[config.mk]
export PLATFORM = sky130hd
export DESIGN_NAME = alarme_carro
export DESIGN_NICKNAME = d
export VERILOG_FILES = /design/src/rtl/alarme_carro_pkg.sv /design/src/rtl/alarme_carro_rise_detect.sv /design/src/rtl/alarme_carro.sv
export SDC_FILE = /design/constraint.sdc
export NUM_CORES = 1
export LEC_CHECK = 0
export ABC_AREA = 1
export CAP_MARGIN = 5
export CORE_AREA = 3 3 40 42
export CTS_CLUSTER_DIAMETER = 50
export DETAILED_ROUTE_END_ITERATION = 10
export DIE_AREA = 0 0 43 45
export PLACE_DENSITY = 0.3
export RECOVER_POWER = 50
export REMOVE_ABC_BUFFERS = 1
export SLEW_MARGIN = 0
export SYNTH_ARGS = -nofsm -noshare
export SYNTH_HDL_FRONTEND = slang
export SYNTH_SLANG_ARGS = --single-unit
[constraint.sdc]
create_clock -name clk -period 1.3 [get_ports clk]
set_clock_uncertainty 0.2 [all_clocks]
set_input_delay 0.39 -clock clk [delete_from_list [all_inputs] [get_ports clk]]
set_output_delay 0.39 -clock clk [all_outputs]
set_load 0.005 [all_outputs]
[src/rtl/alarme_carro_pkg.sv]
// Shared types and constants for the car-alarm controller.
// No logic; pure declarations.
// No flow control; consumed by alarme_carro and its bench.
package alarme_carro_pkg;

    // FSM state encoding; the value 2'd3 is unused and recovers to DISARMED.
    typedef enum logic [1:0] {
        DISARMED = 2'd0,
        ARMED    = 2'd1,
        ALARM    = 2'd2
    } state_t;

    // 0 = alarm never times out, only the remote clears it.
    localparam int DEFAULT_ALARM_TIMEOUT = 0;
    localparam int DEFAULT_TIMER_W       = 16;

endpackage : alarme_carro_pkg

[src/rtl/alarme_carro_rise_detect.sv]
// Registered 0->1 edge detector producing a one-cycle pulse per rising level.
// Latency: pulse is combinational from din and the one-cycle-old history.
// No backpressure; history resets to 1 so a level already high at reset release is not an edge.
module rise_detect (
    input  logic clk,
    input  logic rst_n,
    input  logic din,
    output logic pulse
);

    logic din_q;
    logic din_d;

    // Next history value is simply the current input level.
    always_comb begin
        din_d = din;
    end

    // History register; reset to 1 to suppress a false edge at reset release.
    always_ff @(posedge clk or negedge rst_n) begin
        if (!rst_n) begin
            din_q <= 1'b1;
        end else begin
            din_q <= din_d;
        end
    end

    assign pulse = din & ~din_q;

endmodule : rise_detect

[src/rtl/alarme_carro.sv]
// Car-alarm FSM: remote press toggles armed state or silences alarm; sensor fires alarm when armed.
// Latency: state and registered alarm output change at the first clk edge after the triggering input.
// No backpressure; inputs are levels sampled every cycle.
module alarme_carro
    import alarme_carro_pkg::*;
#(
    parameter int ALARM_TIMEOUT = DEFAULT_ALARM_TIMEOUT,
    parameter int TIMER_W       = DEFAULT_TIMER_W
) (
    input  logic clk,
    input  logic rst,
    input  logic remote,
    input  logic sensor,
    output logic alarm
);

    // Counter value on the last cycle of the alarm before auto-return to ARMED.
    localparam logic [TIMER_W-1:0] TIMEOUT_LAST =
        (ALARM_TIMEOUT == 0) ? '0 : TIMER_W'(ALARM_TIMEOUT - 1);
    localparam bit TIMEOUT_EN = (ALARM_TIMEOUT != 0);

    state_t             state_q;
    state_t             state_d;
    logic [TIMER_W-1:0] cnt_q;
    logic [TIMER_W-1:0] cnt_d;
    logic               alarm_q;
    logic               alarm_d;
    logic               press;

    rise_detect u_rise_detect (
        .clk   (clk),
        .rst_n (rst),
        .din   (remote),
        .pulse (press)
    );

    // Next-state, timeout counter and Moore output decode; press always has priority.
    always_comb begin
        state_d = state_q;
        cnt_d   = cnt_q;
        case (state_q)
            DISARMED: begin
                if (press) begin
                    state_d = ARMED;
                end
            end
            ARMED: begin
                if (press) begin
                    state_d = DISARMED;
                end else if (sensor) begin
                    state_d = ALARM;
                    cnt_d   = '0;
                end
            end
            ALARM: begin
                if (press) begin
                    state_d = DISARMED;
                end else if (TIMEOUT_EN && (cnt_q == TIMEOUT_LAST)) begin
                    state_d = ARMED;
                end else begin
                    cnt_d = cnt_q + TIMER_W'(1);
                end
            end
            default: begin
                state_d = DISARMED;
            end
        endcase
        // Registering the decode of the next state keeps alarm aligned with the state change.
        alarm_d = (state_d == ALARM);
    end

    // State, counter and output registers with asynchronous active-low reset.
    always_ff @(posedge clk or negedge rst) begin
        if (!rst) begin
            state_q <= DISARMED;
            cnt_q   <= '0;
            alarm_q <= 1'b0;
        end else begin
            state_q <= state_d;
            cnt_q   <= cnt_d;
            alarm_q <= alarm_d;
        end
    end

    assign alarm = alarm_q;

endmodule : alarme_carro

After elaboration in Yosys (flattened, before gate mapping) --
Index checks and enable logic that the tools add are counted.
Word-level totals: output and inout port bits 1, logic and storage cells 14, bits of input ports 4, register bits 4
Operators by class: reduce and logical (&&, ||, !) cells 1, mux-type cells 5, bitwise logic cells 2, equal/unequal tests 3
Operator list (number):
- $mux 2 | 4
- $pmux 2 s3 | 1
- $eq 2x2->1 const B | 2
- $eq 2x1->1 const B | 1
- $logic_not 2->1 | 1
- $and 1x1->1 | 1
- $not 1->1 | 1

Logic depth before layout (Yosys ltp) --
Gate-level depths: netlist of run 1.
word-level depth 5, mapped depth 5, mapped depth without buffers 5

Modules after synthesis --
Synthesis of run 1 repeated with hierarchy kept, for this count alone.
Second synthesis, totals: cells, all modules 16, area, all modules 160.2 um2
By module, submodules not included:
- alarme_carro | instances 1, seq. area each 75.1 um2, cells each 13, area each 123.9 um2
- rise_detect | instances 1, seq. area each 26.3 um2, cells each 3, area each 36.3 um2

Least setup slack after synthesis of run 1 --
No wires, ideal clock.
path kind reg-to-reg, from register u_rise_detect.din_q, to register state_q[0], setup slack 263 ps, arrival time 722 ps, setup time 114 ps, clock period less this slack 1037 ps, cell stages (with the launch flop) 6, path buffers 0, required time 986 ps, cells stage by stage dfstp_2 -> inv_1 -> nand2_1 -> nand2_2 -> inv_1 -> nor2_2
Between the ends: word-level cells in the longest chain between the ends 4, elaborated cells between the ends (all ways) 6, classes of those cells mux (4); bitwise (2)
RTL lines:
- start, declared | line alarme_carro_rise_detect.sv:11 | logic din_q;
- start signal, assigned | line alarme_carro_rise_detect.sv:24 | din_q <= din_d;
- $not 1->1 (*) | line alarme_carro_rise_detect.sv:28 | assign pulse = din & ~din_q;
- $and 1x1->1 (*) | line alarme_carro_rise_detect.sv:28
- $mux 2 (on tied branches) | line alarme_carro.sv:56, alarme_carro.sv:43, alarme_carro.sv:48
- $pmux 2 s3 (*) | line alarme_carro.sv:41 | case (state_q)
- net state_d[0] | line alarme_carro.sv:23 | state_t state_d;
- end signal, assigned | line alarme_carro.sv:79 | state_q <= state_d;
- end, declared | line alarme_carro.sv:22 | state_t state_q;
The timed path passes the listed nets; every way through them passes the cells marked *.

Worst setup path in the final report of run 1 --
from register alarm_q, in the netlist alarm, to output port alarm
RTL lines:
- start, declared | line alarme_carro.sv:26 | logic alarm_q;
- start signal, assigned | line alarme_carro.sv:81 | alarm_q <= alarm_d;
- end, declared | line alarme_carro.sv:14 | output logic alarm
No word-level cell between the ends.

==> results.sh, run 1 <==
export IMPL_num_rows=13
export IMPL_core_region_area_sq_um=1280
export IMPL_yosys_register_bits=4
export IMPL_clk_latency_ns=0.23
export IMPL_setup_viol=0
export IMPL_worst_ep_required_time_ns=0.71
export IMPL_drt_iter0_drc=2
export IMPL_die_height_um=45
export IMPL_overflow=0
export IMPL_finalHoldViolCount=0
export IMPL_place_congestion=0.631
export IMPL_antenna_left=0
export IMPL_worst_ep_arrival_time_ns=0.69
export IMPL_drive_gt1_frac=0.280
export IMPL_syn_inst=17
export IMPL_grt_start_max_net_pins=5
export IMPL_critPathCaptureType="primary output"
export IMPL_antenna_cells=0
export IMPL_max_freq_ghz=0.779
export IMPL_synth_area_leader_cell="dfrtp_1"
export IMPL_crit_start="alarm$_DFF_PN0_"
export IMPL_reg2reg_slack_ns=0.22
export IMPL_synth_area_per_cell_sq_um=9.49
export IMPL_crit_chain="buf_2"
export IMPL_drv_slew=0
export IMPL_yosysUniqueCellTypes=9
export IMPL_final_area_sq_um=241
export IMPL_ctsLongestPathBuffers=2
export IMPL_post_cts_setup_buffer_count=0
export IMPL_ys_warn_count=0
export IMPL_via_per_inst=3.13
export IMPL_die_w_um=43
export IMPL_finalCritPeriodShare=0.988
export IMPL_ys_seq_area_frac=0.628
export IMPL_clk_pin_slew_ns=0.04
export IMPL_preCtsSetupSlack_ns=-0.123
export IMPL_critPathMaxFanout=1
export IMPL_area_growth_pct=49.6
export IMPL_first_pass_iters=4
export IMPL_synth_top_area_frac=0.465
export IMPL_antenna_found_initial=0
export IMPL_cts_tree="yes"
export IMPL_drt_drc_violations_left=0
export IMPL_critPathMaxStageDelay_ns=0.34
export IMPL_die_area_sq_um=1940
export IMPL_dp_hpwl_um=207
export IMPL_ios=5
export IMPL_worstHoldPathType="input port to asynchronous set/reset pin"
export IMPL_path_buf_inv=1
export IMPL_grt_pass1_vias=136
export IMPL_cts_root_buf="clkbuf_4"
export IMPL_fin_tns_setup_ns=0
export IMPL_r2r_end="state_q[0]$_DFF_PN0_"
export IMPL_fill_cells=151
export IMPL_holdWs_ns=0.230
export IMPL_critical_path_top_delay_family="flip-flops"
export IMPL_maxCapViolCount=0
export IMPL_netlist_top_cells_area="dfrtp_1 (47%), dfstp_2 (16%), inv_1 (9.3%)"
export IMPL_wl_per_cell_um=7.00
export IMPL_grt_total_usage=0.0417
export IMPL_power_leakage_nw=0.121
export IMPL_ff2ff_path_depth=5
export IMPL_setup_ws_ns=0.0157
export IMPL_p_per_area_nw_per_um2=1910
export IMPL_htreeDepth=1
export IMPL_crit_path_start_kind="flip-flop"
export IMPL_clock_sinks=4
export IMPL_placed_area_sq_um=220
export IMPL_rsz0062_at_grt="yes"
export IMPL_r2r_start="u_rise_detect.din_q$_DFF_PN1_"
export IMPL_ir_drop_mv=0.367
export IMPL_nets=30
export IMPL_setup_worst_path_class="flip-flop to primary output"
export IMPL_start_util=0.126
export IMPL_fin_crit_ns=1.28
export IMPL_tightest_slew_ns=0.190
export IMPL_netlist_area_sq_um=161
export IMPL_drt_wl_total_um=280
export IMPL_max_slew_margin_rel=0.872
export IMPL_grt_first_pass_wirelength_um=503
export IMPL_portBuffers=4
export IMPL_cts_buffers=3
export IMPL_vias=125
export IMPL_slowest_stage="dfrtp_1"
export IMPL_outcome="completed"
area by class of cell:
cell class	count	area, sq um	share of cell area
well taps	15	18.8	0.0777
multi-input cells	9	45.0	0.187
flip-flops and latches	4	101	0.420
inverters	4	15.0	0.0622
repair buffers	4	35.0	0.145
clock buffers	4	26.3	0.109
layer usage:
layer	share of wire	routed length, um	vias to the layer above	GRT usage
li1	-	-	63	-
met1	0.39	109	55	0.0315
met2	0.45	125	5	0.0509
met3	0.11	31	2	0.0319
met4	0.043	12	0	0.0723
met5	0	0	-	0
cell families (layout without fill, tap and decap cells):
logic type,count (synthesis),count (layout),share of synthesized area
buffers and inverters,4,12,0.0930
and+or+nand+nor,8,8,0.225
DFF,4,4,0.628
xor gates and xnor gates,1,1,0.0543
metrics by stage:
step / std cells / utilization / power [W]
global placement: 36 / 0.171 / 0.000313
CTS: 40 / 0.188 / 0.000474
floorplan: 17 / - / 0.000257
global route: 40 / 0.188 / 0.000501
detailed placement: 36 / 0.171 / 0.000312
finish: 40 / 0.188 / 0.000462
Yosys cell counts:
master and instances:
nor2_1 2, dfrtp_1 3, nor2_2 1, nand3_1 1
inv_1 4, nand2_2 1, dfstp_2 1, nand2_1 3
xnor2_1 1
worst max path at each step:
stage | endpoint | slack, ns | cells past startpoint
2_1_floorplan | state_q[0]$_DFF_PN0_ | 0.26 | 5
3_3_place_gp | state_q[0]$_DFF_PN0_ | -0.14 | 5
3_5_place_dp | state_q[0]$_DFF_PN0_ | -0.12 | 5
4_1_cts | alarm | 0.006 | 1
5_1_grt | alarm | -0.01 | 1
6_report | alarm | 0.02 | 1
layout by cell type, fill, tap and decap left out:
cell             count
clkbuf_4             3
dfstp_2              1
nand2_1              3
dfrtp_1              3
inv_1                4
nand2_2              1
buf_2                1
nand3_1              1
nor2_2               1
clkdlybuf4s50_1      2
nor2_1               2
dlygate4sd3_1        1
xnor2_1              1
clkbuf_1             1
registers in the layout (all words and copies together) (netlist names):
name	count
alarm	1
state_q	2
u_rise_detect.din_q	1
power breakdown:
group          internal [W]  switching [W]
logic             0.0000521      0.0000527
registers          0.000167      0.0000212
clock network      0.000115      0.0000532
total              0.000334       0.000127
repair_timing:
action                                  in CTS  in global routing
hold buffers                                 0                  0
endpoints found under the setup margin       1                  1
gates resized for setup                      4                  0
(Power assumes the default switching activity.)
==> inputs of run 2 (changes only) <==
--- a/config.mk
+++ b/config.mk
@@ -6,11 +6,12 @@
 export NUM_CORES = 1
 export LEC_CHECK = 0
 export ABC_AREA = 1
-export CAP_MARGIN = 5
+export CAP_MARGIN = 25
 export CORE_AREA = 3 3 40 42
 export CTS_CLUSTER_DIAMETER = 50
 export DETAILED_ROUTE_END_ITERATION = 10
 export DIE_AREA = 0 0 43 45
+export GPL_TIMING_DRIVEN = 1
 export PLACE_DENSITY = 0.3
 export RECOVER_POWER = 50
 export REMOVE_ABC_BUFFERS = 1
==> results of run 2 <==
Final layout, timing and power as in run 1 (identical DEF).
==> inputs of run 3 (changes only) <==
--- a/config.mk
+++ b/config.mk
@@ -12,7 +12,6 @@
 export DETAILED_ROUTE_END_ITERATION = 10
 export DIE_AREA = 0 0 43 45
 export GPL_TIMING_DRIVEN = 1
-export PLACE_DENSITY = 0.3
 export RECOVER_POWER = 50
 export REMOVE_ABC_BUFFERS = 1
 export SLEW_MARGIN = 0
==> run 3 against run 2 <==
Effect of this change:
- setup slack worse by 0.0087 ns
- fmax down 0.67%
- flip-flop and latch count stayed put
- non-clock buffer count is the same
- clock-buffer cell count is the same
- final cell count unchanged
- first-iteration DRC count decreased by 50%
- register-to-register slack barely moved
- critical path depth stayed put
- sequential share of layout area stayed put
- clock power up 4%
- combinational power barely moved
==> results.sh, run 3 (synthesized netlist as in run 1, its figures left out) <==
export IMPL_outcome="completed"
export IMPL_place_congestion=0.587
export IMPL_cts_tree="yes"
export IMPL_area_growth_pct=49.6
export IMPL_placed_area_sq_um=220
export IMPL_grt_util_met2=0.0449
export IMPL_htreeDepth=1
export IMPL_ir_drop_mv=0.340
export IMPL_power_leakage_nw=0.121
export IMPL_first_pass_iters=2
export IMPL_fin_crit_ns=1.29
export IMPL_slowest_stage="dfrtp_1"
export IMPL_seq_power_share=0.401
export IMPL_setup_worst_path_class="flip-flop to primary output"
export IMPL_finalCritPeriodShare=0.995
export IMPL_critPathCaptureType="primary output"
export IMPL_gr_max_usage_layer="met4"
export IMPL_antenna_left=0
export IMPL_die_height_um=45
export IMPL_reg2reg_slack_ns=0.23
export IMPL_drv_slew=0
export IMPL_critical_path_top_delay_family="flip-flops"
export IMPL_nets=30
export IMPL_register_area_sq_um=101
export IMPL_start_util=0.126
export IMPL_rsz0062_at_grt="yes"
export IMPL_clock_sinks=4
export IMPL_dp_cells=36
export IMPL_wl_per_cell_um=7.40
export IMPL_worst_ep_arrival_time_ns=0.70
export IMPL_grt_first_pass_wirelength_um=496
export IMPL_ios=5
export IMPL_critPathMaxStageDelay_ns=0.34
export IMPL_p_sw_frac=0.283
export IMPL_dp_hpwl_um=205
export IMPL_path_buf_inv=1
export IMPL_grt_pass1_vias=130
export IMPL_drt_wl_total_um=296
export IMPL_max_slew_margin_rel=0.869
export IMPL_vias=116
export IMPL_clk_pin_slew_ns=0.04
export IMPL_drt_drc_violations_left=0
export IMPL_worstHoldPathType="input port to asynchronous set/reset pin"
export IMPL_crit_chain="buf_2"
export IMPL_overflow=0
export IMPL_worst_ep_required_time_ns=0.71
export IMPL_critPathMaxFanout=1
export IMPL_p_sw_w=0.000132
export IMPL_maxCapViolCount=0
export IMPL_antenna_cells=0
export IMPL_ctsLongestPathBuffers=2
export IMPL_clkPwrFrac=0.376
export IMPL_final_area_sq_um=241
export IMPL_antenna_found_initial=0
export IMPL_tightest_slew_ns=0.196
export IMPL_crit_path_start_kind="flip-flop"
export IMPL_cts_root_buf="clkbuf_4"
export IMPL_grt_start_max_net_pins=5
export IMPL_multi_input_area_sq_um=45.0
export IMPL_die_area_sq_um=1940
export IMPL_mostFrequentLayoutCell="inv_1"
export IMPL_core_region_area_sq_um=1280
export IMPL_fill_cells=145
export IMPL_via_per_inst=2.90
export IMPL_max_freq_ghz=0.773
export IMPL_p_per_area_nw_per_um2=1930
export IMPL_finalHoldViolCount=0
export IMPL_largest_register_ffs=2
export IMPL_grt_util_met3=0.0359
export IMPL_clk_latency_ns=0.24
export IMPL_num_rows=13
export IMPL_grt_total_usage=0.0435
export IMPL_cts_buffers=3
export IMPL_mostFrequentLayoutCells="inv_1 (4), nand2_1 (3), dfrtp_1 (3), clkbuf_4 (3)"
export IMPL_combPwrFrac=0.224
export IMPL_portBuffers=4
export IMPL_instances_no_fill=40
export IMPL_gr_usage_met1=0.0390
export IMPL_drt_iter0_drc=1
export IMPL_drive_gt1_frac=0.280
export IMPL_holdBufCountCts=0
export IMPL_die_w_um=43
export IMPL_p_int_w=0.000335
export IMPL_max_flop_register="state_q"
export IMPL_setup_viol=0
## run 3: power by group through the flow
stage / Sequential [W] / Clock (W) / Combinational [W]
6_report: 0.000187 / 0.000175 / 0.000104
5_1_grt: 0.000194 / 0.000185 / 0.000124
4_1_cts: 0.000188 / 0.000181 / 0.000108
3_5_place_dp: 0.000190 / 0 / 0.000121
3_3_place_gp: 0.000189 / 0 / 0.000119
2_1_floorplan: 0.000190 / 0 / 0.0000675
## run 3: repair_timing
item,CTS,global route
resized for setup,4,0
buffers inserted,0,0
endpoints found under the setup margin,1,1
## run 3: layout make-up
class	count	share of cell area
clock buffers	4	0.109
inverters	4	0.0622
multi-input cells	9	0.187
flip-flops and latches	4	0.420
well taps	15	0.0777
repair buffers	4	0.145
## run 3: worst register-to-register path: cells and delay by family, from the launching register on
kind	cells	cell delay [ns]
flip-flops	1	0.50
buffers and inverters	2	0.11
AND/OR/NAND/NOR	3	0.15
## run 3: worst paths after layout
kind / cells after the start / start / endpoint
setup / recovery: 1 / alarm$_DFF_PN0_ / alarm
hold / removal: 1 / rst / state_q[1]$_DFF_PN0_
setup reg to reg: 5 / u_rise_detect.din_q$_DFF_PN1_ / state_q[0]$_DFF_PN0_
hold reg to reg: 3 / state_q[1]$_DFF_PN0_ / state_q[0]$_DFF_PN0_
max in group asynchronous: 1 / rst / u_rise_detect.din_q$_DFF_PN1_
min in group clk: 3 / state_q[1]$_DFF_PN0_ / state_q[0]$_DFF_PN0_
## run 3: layer usage
metal,up-vias,share of wire
li1,65,-
met5,-,0
met2,3,0.44
met1,48,0.43
met3,0,0.13
met4,0,0
## run 3: through the flow
step           setup WS, ns  power [W]  utilization  TNS (ns)  hold WS (ns)
4_1_cts            -0.00104   0.000477        0.188  -0.00104         0.155
3_3_place_gp         -0.120   0.000308        0.171    -0.418         0.332
6_report            0.00696   0.000467        0.188         0         0.224
2_1_floorplan         0.263   0.000257            -         0        -0.106
3_5_place_dp         -0.126   0.000311        0.171    -0.435         0.339
5_1_grt             -0.0140   0.000503        0.188   -0.0140         0.237
